==> src/rtl/fir_pkg.sv <==
// Shared constants and types for the FIR coefficient bank and its sample strobe.
`default_nettype none

package fir_pkg;
  localparam int TAPS = 10;
  localparam int CW   = 16;
  localparam int DIV  = 40;
  localparam int DIV_W = $clog2(DIV);

  // First out-of-range tap index on the 4-bit write address
  localparam logic [3:0] TAPS_LIM = 4'(TAPS);

  typedef logic signed [CW-1:0] coeff_t;

  typedef enum logic [0:0] {
    IDLE = 1'b0,
    PEND = 1'b1
  } state_t;
endpackage

`default_nettype wire

==> src/rtl/sample_strobe_gen.sv <==
// Free-running divider producing a one-cycle sample strobe every DIV clocks.
`default_nettype none

module sample_strobe_gen #(
  parameter int DIV = 40
) (
  input  logic iClk_12M,
  input  logic iRsn,
  output logic oEnSample_300k
);

  localparam int W = (DIV > 1) ? $clog2(DIV) : 1;
  localparam logic [W-1:0] LAST = W'(DIV - 1);

  logic [W-1:0] count;

  always_ff @(posedge iClk_12M or negedge iRsn) begin
    if (!iRsn) begin
      count <= '0;
    end else if (count == LAST) begin
      count <= '0;
    end else begin
      count <= count + 1'b1;
    end
  end

  // Decoded from the registered count, so it is glitch-free and zero in reset
  assign oEnSample_300k = (count == LAST);

endmodule

`default_nettype wire

==> src/rtl/fir_coeff_bank.sv <==
// Shadow/active coefficient banks with atomic commit on the sample strobe edge.
`default_nettype none

module fir_coeff_bank
  import fir_pkg::*;
(
  input  logic          iClk_12M,
  input  logic          iRsn,
  input  logic          iWrValid,
  output logic          oWrReady,
  input  logic [3:0]    iWrAddr,
  input  logic [CW-1:0] iWrData,
  input  logic          iCommit,
  output logic          oCommitDone,
  output logic          oErrAddr,
  output logic          oBusy,
  output logic          oEnSample_300k,
  output logic [CW-1:0] oCoeff1,
  output logic [CW-1:0] oCoeff2,
  output logic [CW-1:0] oCoeff3,
  output logic [CW-1:0] oCoeff4,
  output logic [CW-1:0] oCoeff5,
  output logic [CW-1:0] oCoeff6,
  output logic [CW-1:0] oCoeff7,
  output logic [CW-1:0] oCoeff8,
  output logic [CW-1:0] oCoeff9,
  output logic [CW-1:0] oCoeff10
);

  state_t state;
  coeff_t shadow [TAPS];
  coeff_t active [TAPS];
  logic   wr_accept;

  sample_strobe_gen #(
    .DIV(DIV)
  ) u_strobe (
    .iClk_12M      (iClk_12M),
    .iRsn          (iRsn),
    .oEnSample_300k(oEnSample_300k)
  );

  // Ready is only ever high in IDLE, so this also gates writes to IDLE
  assign wr_accept = iWrValid && oWrReady;

  always_ff @(posedge iClk_12M or negedge iRsn) begin
    if (!iRsn) begin
      state       <= IDLE;
      oWrReady    <= 1'b0;
      oBusy       <= 1'b0;
      oCommitDone <= 1'b0;
      oErrAddr    <= 1'b0;
      for (int i = 0; i < TAPS; i++) begin
        shadow[i] <= '0;
        active[i] <= '0;
      end
    end else begin
      oCommitDone <= 1'b0;
      oErrAddr    <= 1'b0;

      if (wr_accept) begin
        if (iWrAddr < TAPS_LIM) begin
          for (int i = 0; i < TAPS; i++) begin
            if (iWrAddr == 4'(i)) shadow[i] <= iWrData;
          end
        end else begin
          oErrAddr <= 1'b1;
        end
      end

      case (state)
        IDLE: begin
          if (iCommit) begin
            state    <= PEND;
            oWrReady <= 1'b0;
            oBusy    <= 1'b1;
          end else begin
            oWrReady <= 1'b1;
            oBusy    <= 1'b0;
          end
        end
        PEND: begin
          // The MAC uses the old set on this edge; the new set applies next sample
          if (oEnSample_300k) begin
            for (int i = 0; i < TAPS; i++) active[i] <= shadow[i];
            state       <= IDLE;
            oCommitDone <= 1'b1;
            oWrReady    <= 1'b1;
            oBusy       <= 1'b0;
          end
        end
        default: begin
          state    <= IDLE;
          oWrReady <= 1'b0;
          oBusy    <= 1'b0;
        end
      endcase
    end
  end

  assign oCoeff1  = active[0];
  assign oCoeff2  = active[1];
  assign oCoeff3  = active[2];
  assign oCoeff4  = active[3];
  assign oCoeff5  = active[4];
  assign oCoeff6  = active[5];
  assign oCoeff7  = active[6];
  assign oCoeff8  = active[7];
  assign oCoeff9  = active[8];
  assign oCoeff10 = active[9];

endmodule

`default_nettype wire

==> config.mk <==
export PLATFORM = sky130hd
export DESIGN_NAME = fir_coeff_bank
export DESIGN_NICKNAME = d
export VERILOG_FILES = /design/src/rtl/fir_pkg.sv /design/src/rtl/sample_strobe_gen.sv /design/src/rtl/fir_coeff_bank.sv
export SDC_FILE = /design/constraint.sdc
export NUM_CORES = 1
export LEC_CHECK = 0
export BUFFER_PORTS_ARGS = -buffer_cell sky130_fd_sc_hd__buf_2
export CAP_MARGIN = 0
export CORE_UTILIZATION = 45
export DETAILED_ROUTE_END_ITERATION = 10
export GPL_ROUTABILITY_DRIVEN = 0
export PLACE_DENSITY = 0.76
export SLEW_MARGIN = 15
export SYNTH_ARGS = -nofsm -noshare
export SYNTH_HDL_FRONTEND = slang
export SYNTH_SLANG_ARGS = --single-unit
==> constraint.sdc <==
create_clock -name iClk_12M -period 2.73 [get_ports iClk_12M]
set_input_delay 0.546 -clock iClk_12M [delete_from_list [all_inputs] [get_ports iClk_12M]]
set_output_delay 0.546 -clock iClk_12M [all_outputs]
set_load 0.005 [all_outputs]
==> results of run 1 <==
flip-flops by register name, summed over array words and instances, names as in the netlist:
signal and flops:
shadow 160, oCoeff10 16, oCoeff1 16, oCoeff2 16
oCoeff3 16, oCoeff4 16, oCoeff5 16, oCoeff6 16
oCoeff7 16, oCoeff8 16, oCoeff9 16, u_strobe.count 6
oBusy 1, oCommitDone 1, oErrAddr 1, oWrReady 1
state 1
placed cells by master (no fill, tap or decap), types with 2 or more instances in the layout:
master / instances
sky130_fd_sc_hd__nand2_1: 6
sky130_fd_sc_hd__buf_12: 7
sky130_fd_sc_hd__nor2_1: 7
sky130_fd_sc_hd__clkbuf_8: 2
sky130_fd_sc_hd__mux2_2: 240
sky130_fd_sc_hd__buf_2: 187
sky130_fd_sc_hd__or3_1: 2
sky130_fd_sc_hd__xor2_1: 2
sky130_fd_sc_hd__clkbuf_1: 10
sky130_fd_sc_hd__clkbuf_16: 37
sky130_fd_sc_hd__dfrtp_1: 331
sky130_fd_sc_hd__nor3b_2: 2
sky130_fd_sc_hd__buf_4: 18
sky130_fd_sc_hd__mux2_1: 80
sky130_fd_sc_hd__nand3b_1: 2
sky130_fd_sc_hd__inv_6: 2
sky130_fd_sc_hd__clkinv_2: 4
sky130_fd_sc_hd__nand4_1: 2
sky130_fd_sc_hd__nand3_1: 2
sky130_fd_sc_hd__nor2b_2: 2
kinds of logic (layout without fill, tap and decap cells):
logic type               after synthesis  count (layout)  synth area share, %
AO/OA/AOI/OAI                          4               4               0.2416
XOR/XNOR                               3               3               0.2115
adder cells (fa/ha/maj)                1               1               0.1007
buffers and inverters                 49             270                2.125
flip-flops                           331             331                66.66
multiplexers                         321             321                29.08
AND/OR/NAND/NOR                       31              31                1.581
metal layers:
layer / vias to the layer above / track usage (%)
li1: 3008 / -
met1: 3597 / 25.79
met2: 159 / 31.50
met3: 39 / 4.772
met4: 0 / 4.822
met5: - / 0
power groups by stage:
stage,registers (µW),clock network (µW),logic [µW]
global route,6580,4760,1880
CTS,6450,4560,1750
floorplan,6440,0,882
finish,6450,4430,1710
detailed placement,6540,0,1750
global placement,6490,0,1680
worst max-delay path: stages (launching register included):
cell and delay [ps]:
sky130_fd_sc_hd__dfrtp_1 380, sky130_fd_sc_hd__ha_1 210, sky130_fd_sc_hd__nand3b_1 190, sky130_fd_sc_hd__nor3b_2 360, sky130_fd_sc_hd__buf_2 180
through the flow:
step / hold slack [ps] / total power, µW / std cells / cell area [µm²] / worst slack, ps
floorplan: 250.4 / 7319 / 740 / 12430 / 845.4
global placement: 461.9 / 8164 / 1246 / 13840 / 616.9
detailed placement: 470.5 / 8286 / 1246 / 13840 / 565.8
CTS: 46.16 / 12770 / 1302 / 14890 / 116.5
global route: 57.69 / 13220 / 1302 / 14900 / 216.2
finish: 31.06 / 12590 / 1302 / 14900 / 360.2
layout make-up:
| class | instances | area (µm²) | share of cell area, % |
|---|---|---|---|
| timing repair buffer | 213 | 1226 | 8.230 |
| inverter | 1 | 3.754 | 0.02519 |
| sequential | 331 | 8283 | 55.59 |
| clock inverter | 7 | 67.56 | 0.4535 |
| multi-input combinational | 360 | 3901 | 26.18 |
| tap | 341 | 426.7 | 2.864 |
| clock buffer | 49 | 991.0 | 6.651 |
how the worst min path moves through the flow:
stage | start | endpoint | slack [ps] | depth (start not counted)
5_1_grt | iRsn | oCoeff3[11] | 60 | 1
2_1_floorplan | iRsn | oBusy | 250 | 0
3_5_place_dp | oCoeff3[6] | oCoeff3[6] | 470 | 1
3_3_place_gp | oCoeff6[9] | oCoeff6[9] | 460 | 1
4_1_cts | iRsn | oCoeff3[7] | 50 | 1
6_report | iRsn | oCoeff3[11] | 30 | 1
timing repair:
| item | CTS | global route |
|---|---|---|
| endpoints found under the setup margin | 0 | 1 |
| gates resized for setup | 0 | 1 |
| hold buffers | 0 | 0 |
==> run summary, run 1 <==
- **DRC marker count from the first detailed-route iteration** 279
- **cell types with the largest area share after synthesis** sky130_fd_sc_hd__dfrtp_1, sky130_fd_sc_hd__mux2_2, sky130_fd_sc_hd__mux2_1
- **mapped cell area** 12,430 µm²
- **vias in the first global route** 6,928
- **startpoint kind of the worst setup timing path** flip-flop
- **layout overhead on the synthesized area** 19.91%
- **total congestion overflow** 0
- **fin crit period** 2370 ps
- **Net Sw Frac** 23.90%
- **number of warning messages in the yosys log** 0
- **Final HPWL DP** 17,330 µm
- **wire length the detailed router placed on met1** 11,680 µm
- **DIE HEIGHT** 168.2 µm
- **H-tree depth reported by CTS** 2
- **detailed-route DRC error count** 0
- **top cells by instance count after synthesis** sky130_fd_sc_hd__dfrtp_1, sky130_fd_sc_hd__mux2_2, sky130_fd_sc_hd__mux2_1
- **worst flop-to-flop path endpoint** oCoeff8[3]
- **share of the core filled with cells in the final layout** 55.13%
- **CTS tree** built
- **initial standard-cell utilization of the core** 45.98%
- **core region area** 27,030 µm²
- **wire length of the first global-routing pass** 41,120 µm
- **Synth Instances** 740
- **sum of negative setup slack** 0 ps
- **unrepaired setup endpoints after global routing** no
- **launching point of the worst reg2reg path** u_strobe.count[0]
- **Clock Latency Late Sink** 500 ps
- **routed length on met3** 1332 µm
- **critical path fanouts, max** 5
- **average size of a mapped cell** 16.79 µm²
- **Die Span X** 168.2 µm
- **leading cell type by number of instances after synthesis** sky130_fd_sc_hd__dfrtp_1
- **fraction of power consumed by combinational cells** 13.6%
- **number of enable flip-flop cells after synthesis** 0
- **number of buffers inserted during clock tree synthesis** 35
- **setup clock skew after layout** 13.98 ps
- **switching component of the power** 3009 µW
- **endpoint arrival time on the critical path** 1820 ps
- **Net Count, Synth** 765
- **n_diodes** 0
- **post-detailed-route count of antenna-violating nets** 0
- **Worst Path Required** 2180 ps
- **critical path class** reg2out
- **Routed WL per cell** 20.16 µm
- **antenna violations before repair** 0
- **FF+latch count, synth** 331
- **class of the tightest hold or removal check** in2async
- **IO buf count** 188
- **clock-pin slew reported for the worst setup and hold paths after clock tree synthesis** 60 ps
- **standard-cell row count** 60
- **maximum ir drop on the vdd rail** 625.9 µV
- **largest net degree at the start of global routing** 79
- **outcome** finished clean
- **die outline area** 28,280 µm²
- **share of post-route cells with drive strength above 1** 52.76%
- **overall track demand over capacity in global routing** 19.23%
- **Register-to-Register Path Depth** 5
- **top-level port count** 189
- **Max Used Layer** met4
- **share of synthesized registers carrying an async set or reset** 100.0%
- **Setup crit end kind** primary output
- **Max Slew Vio Count** 0
- **Slew @ Worst Pin** 746.7 ps
- **achievable clock frequency** 0.4220 GHz
- **met2 wirelength from detailed routing** 12,750 µm
- **crit share post-route** 86.80%
- **launch point of the critical path** u_strobe.count[0]
- **area share of the largest cell type after synthesis** 66.66%
- **number of hold violations in the final report** 0
- **via density per instance** 5.225
- **buffer type at the clock tree root** sky130_fd_sc_hd__clkbuf_16
- **number of setup buffers added after CTS** 0
- **static leakage** 0.007452 µW
- **vias post-DR** 6,803
- **Slew Limit Headroom** 50.22%
- **capturing instance or port of the critical path** oEnSample_300k
- **Filler Cell Count** 2,184
- **Flop pwr share** 51.2%
- **clock sink total** 331
- **top flip-flop cell by instance count after synthesis** sky130_fd_sc_hd__dfrtp_1
- **post-synth top area cell** sky130_fd_sc_hd__dfrtp_1
- **reg2reg setup slack** 590 ps
- **number of buffers between clock root and the deepest sink** 3
- **number of nets in the final layout** 967
- **Clk pwr share** 35.2%
- **internal power component** 9579 µW
- **wire length after detailed routing** 26,240 µm
- **fraction of the yosys area taken by sequential cells** 66.66%
- **Maximum Capacitance Violations** 0
- **Final Setup Violations** 0
- **Cell variety after synth** 29
- **P per Cell Area** 844.9 nW/µm²
- **count of TritonRoute iterations in the first routing pass** 4
No activity file was read; power rests on OpenSTA's default activity.
==> run 2: changes to the inputs <==
ABC_AREA = 1   (was default)
==> run summary, run 2 <==
- **n_diodes** 0, unchanged
- **sum of negative setup slack** 0 ps, unchanged
- **mapped cell area** 12,350 µm², was 12,430 µm²
- **Cell variety after synth** 18, was 29
- **fraction of the mapped netlist area in compound gates** 5.267%, was 0.2417%
- **number of buffers inserted by hold repair at cts** 0, unchanged
- **commonest non-fill, non-tap cells in the layout** sky130_fd_sc_hd__nand2_1, sky130_fd_sc_hd__dfrtp_1, sky130_fd_sc_hd__buf_2, sky130_fd_sc_hd__o21ai_0, sky130_fd_sc_hd__clkbuf_16, was sky130_fd_sc_hd__dfrtp_1, sky130_fd_sc_hd__mux2_2, sky130_fd_sc_hd__buf_2, sky130_fd_sc_hd__mux2_1, sky130_fd_sc_hd__clkbuf_16
- **Die Span X** 167.7 µm, was 168.2 µm
- **detailed-route DRC error count** 0, unchanged
- **total area of multi-input combinational cells** 3613 µm², was 3901 µm²
- **FF+latch count, synth** 331, unchanged
- **DRC marker count from the first detailed-route iteration** 877, was 279
- **overall track demand over capacity in global routing** 22.66%, was 19.23%
- **largest net degree at the start of global routing** 161, was 79
- **Maximum Capacitance Violations** 0, unchanged
- **commonest non-fill, non-tap cell in the layout** sky130_fd_sc_hd__nand2_1, was sky130_fd_sc_hd__dfrtp_1
- **number of hold violations in the final report** 0, unchanged
- **number of flip-flops under the largest register name** 160, unchanged
- **Setup crit end kind** primary output, unchanged
- **Clock Latency Late Sink** 510 ps, was 500 ps
- **post-synth top area cell** sky130_fd_sc_hd__dfrtp_1, unchanged
- **endpoint arrival time on the critical path** 1750 ps, was 1820 ps
- **critical path class** reg2out, unchanged
- **Post-Synth Adder-Cell Area** 0.1013%, was 0.1007%
- **Filler Cell Count** 2,373, was 2,184
- **reg2reg setup slack** 770 ps, was 590 ps
- **static leakage** 0.008174 µW, was 0.007452 µW
- **CTS tree** built, unchanged
- **clock sink total** 331, unchanged
- **layout overhead on the synthesized area** 20.26%, was 19.91%
- **achievable clock frequency** 0.4360 GHz, was 0.4220 GHz
- **H-tree depth reported by CTS** 2, unchanged
- **instance count after placement with tap cells included** 1,796, was 1,246
- **Post-Route Hold Slack** 22.14 ps, was 31.06 ps
- **share of synthesized registers carrying an async set or reset** 100.0%, unchanged
- **number of enable flip-flop cells after synthesis** 0, unchanged
- **Critical path buffers and inverters** 2, was 1
- **post-CTS sizing** 0, unchanged
- **total congestion overflow** 0, unchanged
- **buffer type at the clock tree root** sky130_fd_sc_hd__clkbuf_16, unchanged
- **top-level port count** 189, unchanged
- **Net Count, Synth** 1,337, was 765
- **crit share post-route** 84.02%, was 86.80%
- **via density per instance** 5.095, was 5.225
- **area share of the largest cell type after synthesis** 67.06%, was 66.66%
- **outcome** finished clean, unchanged
- **launch point of the critical path** u_strobe.count[0], unchanged
- **Worst Path Required** 2180 ps, about the same
- **P per Cell Area** 876.3 nW/µm², was 844.9 nW/µm²
- **number of buffers between clock root and the deepest sink** 3, unchanged
- **cell types with the largest area share after synthesis** sky130_fd_sc_hd__dfrtp_1, sky130_fd_sc_hd__nand2_1, sky130_fd_sc_hd__o21ai_0, was sky130_fd_sc_hd__dfrtp_1, sky130_fd_sc_hd__mux2_2, sky130_fd_sc_hd__mux2_1
- **Slew @ Worst Pin** 841.0 ps, was 746.7 ps
- **unrepaired setup endpoints after global routing** no, unchanged
- **launching point of the worst reg2reg path** u_strobe.count[0], unchanged
- **startpoint kind of the worst setup timing path** flip-flop, unchanged
- **wire length of the first global-routing pass** 49,760 µm, was 41,120 µm
- **simple-gate share of the synthesized area** 23.58%, was 1.581%
- **Final HPWL DP** 19,090 µm, was 17,330 µm
- **wire length after detailed routing** 30,710 µm, was 26,240 µm
- **Max Slew Vio Count** 0, unchanged
- **Worst path max stage delay** 410 ps, was 380 ps
- **die outline area** 28,110 µm², was 28,280 µm²
- **class of the tightest hold or removal check** in2async, unchanged
- **fraction of the yosys area taken by sequential cells** 67.06%, was 66.66%
- **Final Setup Violations** 0, unchanged
- **maximum ir drop on the vdd rail** 468.9 µV, was 625.9 µV
- **DIE HEIGHT** 167.7 µm, was 168.2 µm
- **share of post-route cells with drive strength above 1** 17.72%, was 52.76%
- **number of buffers inserted during clock tree synthesis** 36, was 35
- **Post-Synth XOR/XNOR Area** 0.2127%, was 0.2115%
- **antenna violations before repair** 0, unchanged
- **number of nets in the final layout** 1,518, was 967
- **Register-to-Register Path Depth** 8, was 5
- **cell-by-cell listing of the critical path** ha_1 -> nand2_1 -> nor2_2 -> nand2_1 -> inv_1 -> buf_2, was ha_1 -> nand3b_1 -> nor3b_2 -> buf_2
- **average size of a mapped cell** 9.415 µm², was 16.79 µm²
- **Routed WL per cell** 16.52 µm, was 20.16 µm
- **vias in the first global route** 9,095, was 6,928
- **multiplexer share of the synthesized area** 0%, was 29.08%
- **Synth Instances** 1,312, was 740
- **core region area** 26,950 µm², was 27,030 µm²
- **setup clock skew after layout** 18.07 ps, was 13.98 ps
- **number of setup buffers added after CTS** 0, unchanged
- **initial standard-cell utilization of the core** 45.83%, was 45.98%
- **Slew Limit Headroom** 43.79%, was 50.22%
- **clock-pin slew reported for the worst setup and hold paths after clock tree synthesis** 60 ps, about the same
- **fin crit period** 2294 ps, was 2370 ps
- **top cells by instance count after synthesis** sky130_fd_sc_hd__nand2_1, sky130_fd_sc_hd__dfrtp_1, sky130_fd_sc_hd__o21ai_0, was sky130_fd_sc_hd__dfrtp_1, sky130_fd_sc_hd__mux2_2, sky130_fd_sc_hd__mux2_1
- **largest family of logic cells by synthesized area** simple AND/OR/NAND/NOR gates, was multiplexers
- **post-detailed-route count of antenna-violating nets** 0, unchanged
- **storage element area** 8283 µm², unchanged
- **largest register by flop count** shadow, unchanged
- **largest delay contributor family on the critical path** flip-flops, was simple AND/OR/NAND/NOR gates
- **critical path fanouts, max** 5, unchanged
- **vias post-DR** 9,472, was 6,803
- **top flip-flop cell by instance count after synthesis** sky130_fd_sc_hd__dfrtp_1, unchanged
- **count of TritonRoute iterations in the first routing pass** 5, was 4
- **standard-cell row count** 60, unchanged
- **Levels on crit path** 6, was 4
- **fin cells** 1,859, was 1,302
- **most used cell along the critical path** sky130_fd_sc_hd__nand2_1
- **IO buf count** 188, unchanged
- **standard cell with the maximum stage delay on the critical path** sky130_fd_sc_hd__dfrtp_1, unchanged
- **number of warning messages in the yosys log** 0, unchanged
- **leading cell type by number of instances after synthesis** sky130_fd_sc_hd__nand2_1, was sky130_fd_sc_hd__dfrtp_1
- **worst flop-to-flop path endpoint** oCoeff4[12], was oCoeff8[3]
-- run 2: cell types whose count changed after synthesis, sizes merged, moves of 2 or more --
cell / before / now
buf: 48 / 29
clkbuf: 0 / 39
inv: 1 / 29
mux2: 320 / 0
nand2: 6 / 696
nand3: 2 / 7
nand3b: 2 / 0
nand4: 2 / 32
nand4b: 2 / 0
nor2: 7 / 14
nor2b: 3 / 0
nor3b: 3 / 0
o21ai: 1 / 129
or3: 2 / 0
-- run 2: where the power goes --
| part | total, µW | internal (µW) | switching (µW) | leakage (µW) |
|---|---|---|---|---|
| combinational | 1660 | 740 | 918 | 0.00337 |
| clock | 4910 | 3040 | 1870 | 0.000586 |
| sequential | 6450 | 5870 | 582 | 0.00422 |
| total | 13000 | 9650 | 3370 | 0.00817 |
-- run 2: metal layers --
metal	share of wire [%]	wire length, µm	up-vias	GRT usage (%)
met2	44	13490	367	33.73
li1	-	-	4475	-
met5	0	0	-	0
met4	2.2	677	0	6.342
met1	46	14220	4582	33.88
met3	7.5	2316	48	4.372
-- run 2: how the worst max path moves through the flow --
| stage | endpoint |
|---|---|
| after detailed placement | shadow[46] |
| final | oEnSample_300k |
| after global placement | shadow[23] |
| after CTS | oEnSample_300k |
| after global routing | oEnSample_300k |
| after floorplan | shadow[10] |
-- run 2: worst reg2reg max path, cell delays in order, from the launching register on --
cell,delay (ps)
sky130_fd_sc_hd__dfrtp_1,410
sky130_fd_sc_hd__ha_1,200
sky130_fd_sc_hd__nand2_1,90
sky130_fd_sc_hd__nor2_2,160
sky130_fd_sc_hd__nand3_4,120
sky130_fd_sc_hd__inv_4,350
sky130_fd_sc_hd__buf_12,330
sky130_fd_sc_hd__nand2_1,180
sky130_fd_sc_hd__nand2_1,80
-- run 2: cells by family after synthesis --
kind of cell	after synthesis
simple gates	749
xor+xnor	3
buf+inv	98
flops	331
compound gates	130
fa+ha+maj	1
-- run 2: final cells by class --
class	instances	area share, %
flip-flops and latches	331	55.76
well taps	341	2.872
clock inverters	9	1.044
repair buffers	211	8.154
clock buffers	54	7.067
inverters	30	0.7749
multi-input cells	883	24.33
-- run 2: metrics by stage --
step	area (µm²)	util [%]	total power [µW]	setup slack, ps
finish	14850	55.12	13020	436.3
global route	14850	55.12	13730	330.3
CTS	14850	55.12	13150	414.0
detailed placement	13650	50.65	8186	611.9
global placement	13650	50.65	8104	693.0
floorplan	12350	-	7207	1200
==> run 3: changes to the inputs <==
PLACE_DENSITY = 0.78   (was 0.76)
clock period = 2 ns   (was 2.73 ns; I/O delays follow)
==> run summary, run 3 (same netlist as run 2, synthesis figures left out) <==
- **launching point of the worst reg2reg path** u_strobe.count[1], was u_strobe.count[0]
- **Max Slew Vio Count** 0, unchanged
- **achievable clock frequency** 0.5056 GHz
- **number of nets in the final layout** 1,536, was 1,518
- **setup clock skew after layout** 23.86 ps, was 18.07 ps
- **crit share post-route** 98.88%
- **Hold EP** shadow[15]
- **DRC marker count from the first detailed-route iteration** 992, was 877
- **pre-CTS worst setup slack** 253.3 ps, was 611.9 ps
- **Filler Cell Count** 2,297, was 2,373
- **reg2reg setup slack** 180 ps, was 770 ps
- **post-detailed-route count of antenna-violating nets** 0, unchanged
- **IO buf count** 188, unchanged
- **via density per instance** 5.148, was 5.095
- **endpoint arrival time on the critical path** 1580 ps, was 1750 ps
- **Slew @ Worst Pin** 658.5 ps, was 841.0 ps
- **outcome** finished clean, unchanged
- **worst flop-to-flop path endpoint** oCoeff6[14], was oCoeff4[12]
- **instance area at placement** 13,790 µm², was 13,650 µm²
- **Clk pwr share** 37.2%, was 37.7%
- **Setup crit end kind** primary output, unchanged
- **core region area** 26,950 µm², unchanged
- **largest delay contributor family on the critical path** flip-flops, unchanged
- **Flop pwr share** 49.9%, was 49.6%
- **vias post-DR** 9,683, was 9,472
- **critical path class** reg2out, unchanged
- **total congestion overflow** 0, unchanged
- **Routed WL per cell** 16.93 µm, was 16.52 µm
- **top-level port count** 189, unchanged
- **CTS tree** built, unchanged
- **Worst Hold Path Cells** 3
- **maximum ir drop on the vdd rail** 755.3 µV, was 468.9 µV
- **H-tree depth reported by CTS** 2, unchanged
- **layout overhead on the synthesized area** 21.84%, was 20.26%
- **overall track demand over capacity in global routing** 23.33%, was 22.66%
- **Clock Latency Late Sink** 530 ps, was 510 ps
- **antenna violations before repair** 3, was 0
- **standard-cell row count** 60, unchanged
- **Final Setup Violations** 0, unchanged
- **share of post-route cells with drive strength above 1** 19.39%, was 17.72%
- **switching component of the power** 4700 µW, was 3368 µW
- **critical path fanouts, max** 5, unchanged
- **wire length of the first global-routing pass** 50,940 µm, was 49,760 µm
- **Critical path buffers and inverters** 2, unchanged
- **clock sink total** 331, unchanged
- **detailed-route DRC error count** 0, unchanged
- **standard cell with the maximum stage delay on the critical path** sky130_fd_sc_hd__dfrtp_1, unchanged
- **Register-to-Register Path Depth** 9, was 8
- **Worst path max stage delay** 370 ps, was 410 ps
- **Worst Path Required** 1600 ps, was 2180 ps
- **number of hold violations in the final report** 0, unchanged
- **number of flip-flops under the largest register name** 160, unchanged
- **buffer type at the clock tree root** sky130_fd_sc_hd__clkbuf_16, unchanged
- **startpoint kind of the worst setup timing path** flip-flop, unchanged
- **internal power component** 13,000 µW, was 9650 µW
- **fin crit period** 1978 ps
- **Post-Route Hold Slack** 171.4 ps, was 22.14 ps
- **largest register by flop count** shadow, unchanged
- **Die Span X** 167.7 µm, unchanged
- **Maximum Capacitance Violations** 0, unchanged
- **DIE HEIGHT** 167.7 µm, unchanged
- **static leakage** 0.008303 µW, was 0.008174 µW
- **initial standard-cell utilization of the core** 45.83%, unchanged
- **clock-pin slew reported for the worst setup and hold paths after clock tree synthesis** 60 ps, about the same
- **cell-by-cell listing of the critical path** ha_2 -> nand2_2 -> nor2_4 -> nand2_4 -> inv_2 -> buf_2, was ha_1 -> nand2_1 -> nor2_2 -> nand2_1 -> inv_1 -> buf_2
- **start point of the worst min-delay path** iWrData[15]
- **Net Sw Frac** 26.55%, was 25.87%
- **storage element area** 8283 µm², unchanged
- **count of TritonRoute iterations in the first routing pass** 7, was 5
- **number of buffers inserted during clock tree synthesis** 35, was 36
- **Finished Cell Area** 15,050 µm², was 14,850 µm²
- **post-layout worst setup margin** 22.34 ps, was 436.3 ps
- **die outline area** 28,110 µm², unchanged
- **vias in the first global route** 9,339, was 9,095
- **commonest non-fill, non-tap cells in the layout** sky130_fd_sc_hd__nand2_1, sky130_fd_sc_hd__dfrtp_1, sky130_fd_sc_hd__buf_2, sky130_fd_sc_hd__o21ai_0, sky130_fd_sc_hd__clkbuf_16, unchanged
- **share of the core filled with cells in the final layout** 55.84%, was 55.12%
- **Final HPWL DP** 20,170 µm, was 19,090 µm
- **largest net degree at the start of global routing** 57, was 161
- **class of the tightest hold or removal check** in2reg, was in2async
- **wire length after detailed routing** 31,850 µm, was 30,710 µm
- **Slew Limit Headroom** 55.98%, was 43.79%
- **number of buffers between clock root and the deepest sink** 3, unchanged
- **fraction of power consumed by combinational cells** 12.9%, was 12.7%
- **P per Cell Area** 1176 nW/µm², was 876.3 nW/µm²
- **commonest non-fill, non-tap cell in the layout** sky130_fd_sc_hd__nand2_1, unchanged
- **total area of multi-input combinational cells** 3633 µm², was 3613 µm²
## run 3: cell count changes in the layout (fill, tap and decap cells not counted), sizes merged
| cell | delta |
|---|---|
| buf | +18 |
| bufinv | -1 |
| clkbuf | -5 |
| clkinv | +5 |
| diode | +3 |
| dlygate4sd3 | +1 |
| inv | +1 |
## run 3: worst reg2reg max path, cell delays in order (launching register included)
cell,delay [ps]
sky130_fd_sc_hd__dfrtp_1,400
sky130_fd_sc_hd__ha_2,200
sky130_fd_sc_hd__nand2_2,100
sky130_fd_sc_hd__nor2_4,50
sky130_fd_sc_hd__buf_4,140
sky130_fd_sc_hd__nand3_4,80
sky130_fd_sc_hd__buf_12,280
sky130_fd_sc_hd__buf_12,290
sky130_fd_sc_hd__nand2_1,150
sky130_fd_sc_hd__nand2_1,90
## run 3: layout make-up
class | instances | area share (%)
antenna | 3 | 0.04988
clock inverter | 14 | 1.056
inverter | 30 | 0.7649
multi-input combinational | 883 | 24.14
tap | 341 | 2.835
sequential | 331 | 55.04
timing repair buffer | 230 | 9.345
clock buffer | 49 | 6.768
## run 3: how the worst max path moves through the flow
stage                     cells after the start  slack, ps              start             end
after CTS                                     6          5  u_strobe.count[0]  oEnSample_300k
final                                         6         20  u_strobe.count[1]  oEnSample_300k
after floorplan                               8        520  u_strobe.count[0]      oCoeff1[0]
after global placement                        8        320  u_strobe.count[0]      oCoeff9[1]
after detailed placement                      8        250  u_strobe.count[0]     oCoeff6[14]
after global routing                          6        -30  u_strobe.count[1]  oEnSample_300k
## run 3: metal layers
layer	GRT usage, %	share of wire, %
met1	34.21	44
met2	34.73	45
met3	3.687	7.0
met4	9.533	3.7
met5	0	0
## run 3: repair_timing
action	CTS	global route
gates cloned	0	0
endpoints found under the setup margin	1	1
resized for setup	4	3
setup buffers	3	3
pin swaps	1	2
hold endpoints to repair	44	0
hold buffers	1	0
## run 3: power by group through the flow
stage	Clock, µW	Sequential (µW)	Combinational (µW)
final	6580	8840	2290
after global routing	6950	8980	2660
after CTS	6700	8820	2330
after detailed placement	0	8910	2300
after global placement	0	8890	2190
after floorplan	0	8770	1070
## run 3: stage by stage
step                instances  power (µW)  TNS [ps]
floorplan                1312        9838         0
global placement         1808       11080         0
detailed placement       1808       11210         0
CTS                      1875       17850         0
global route             1881       18580    -33.53
finish                   1881       17700         0
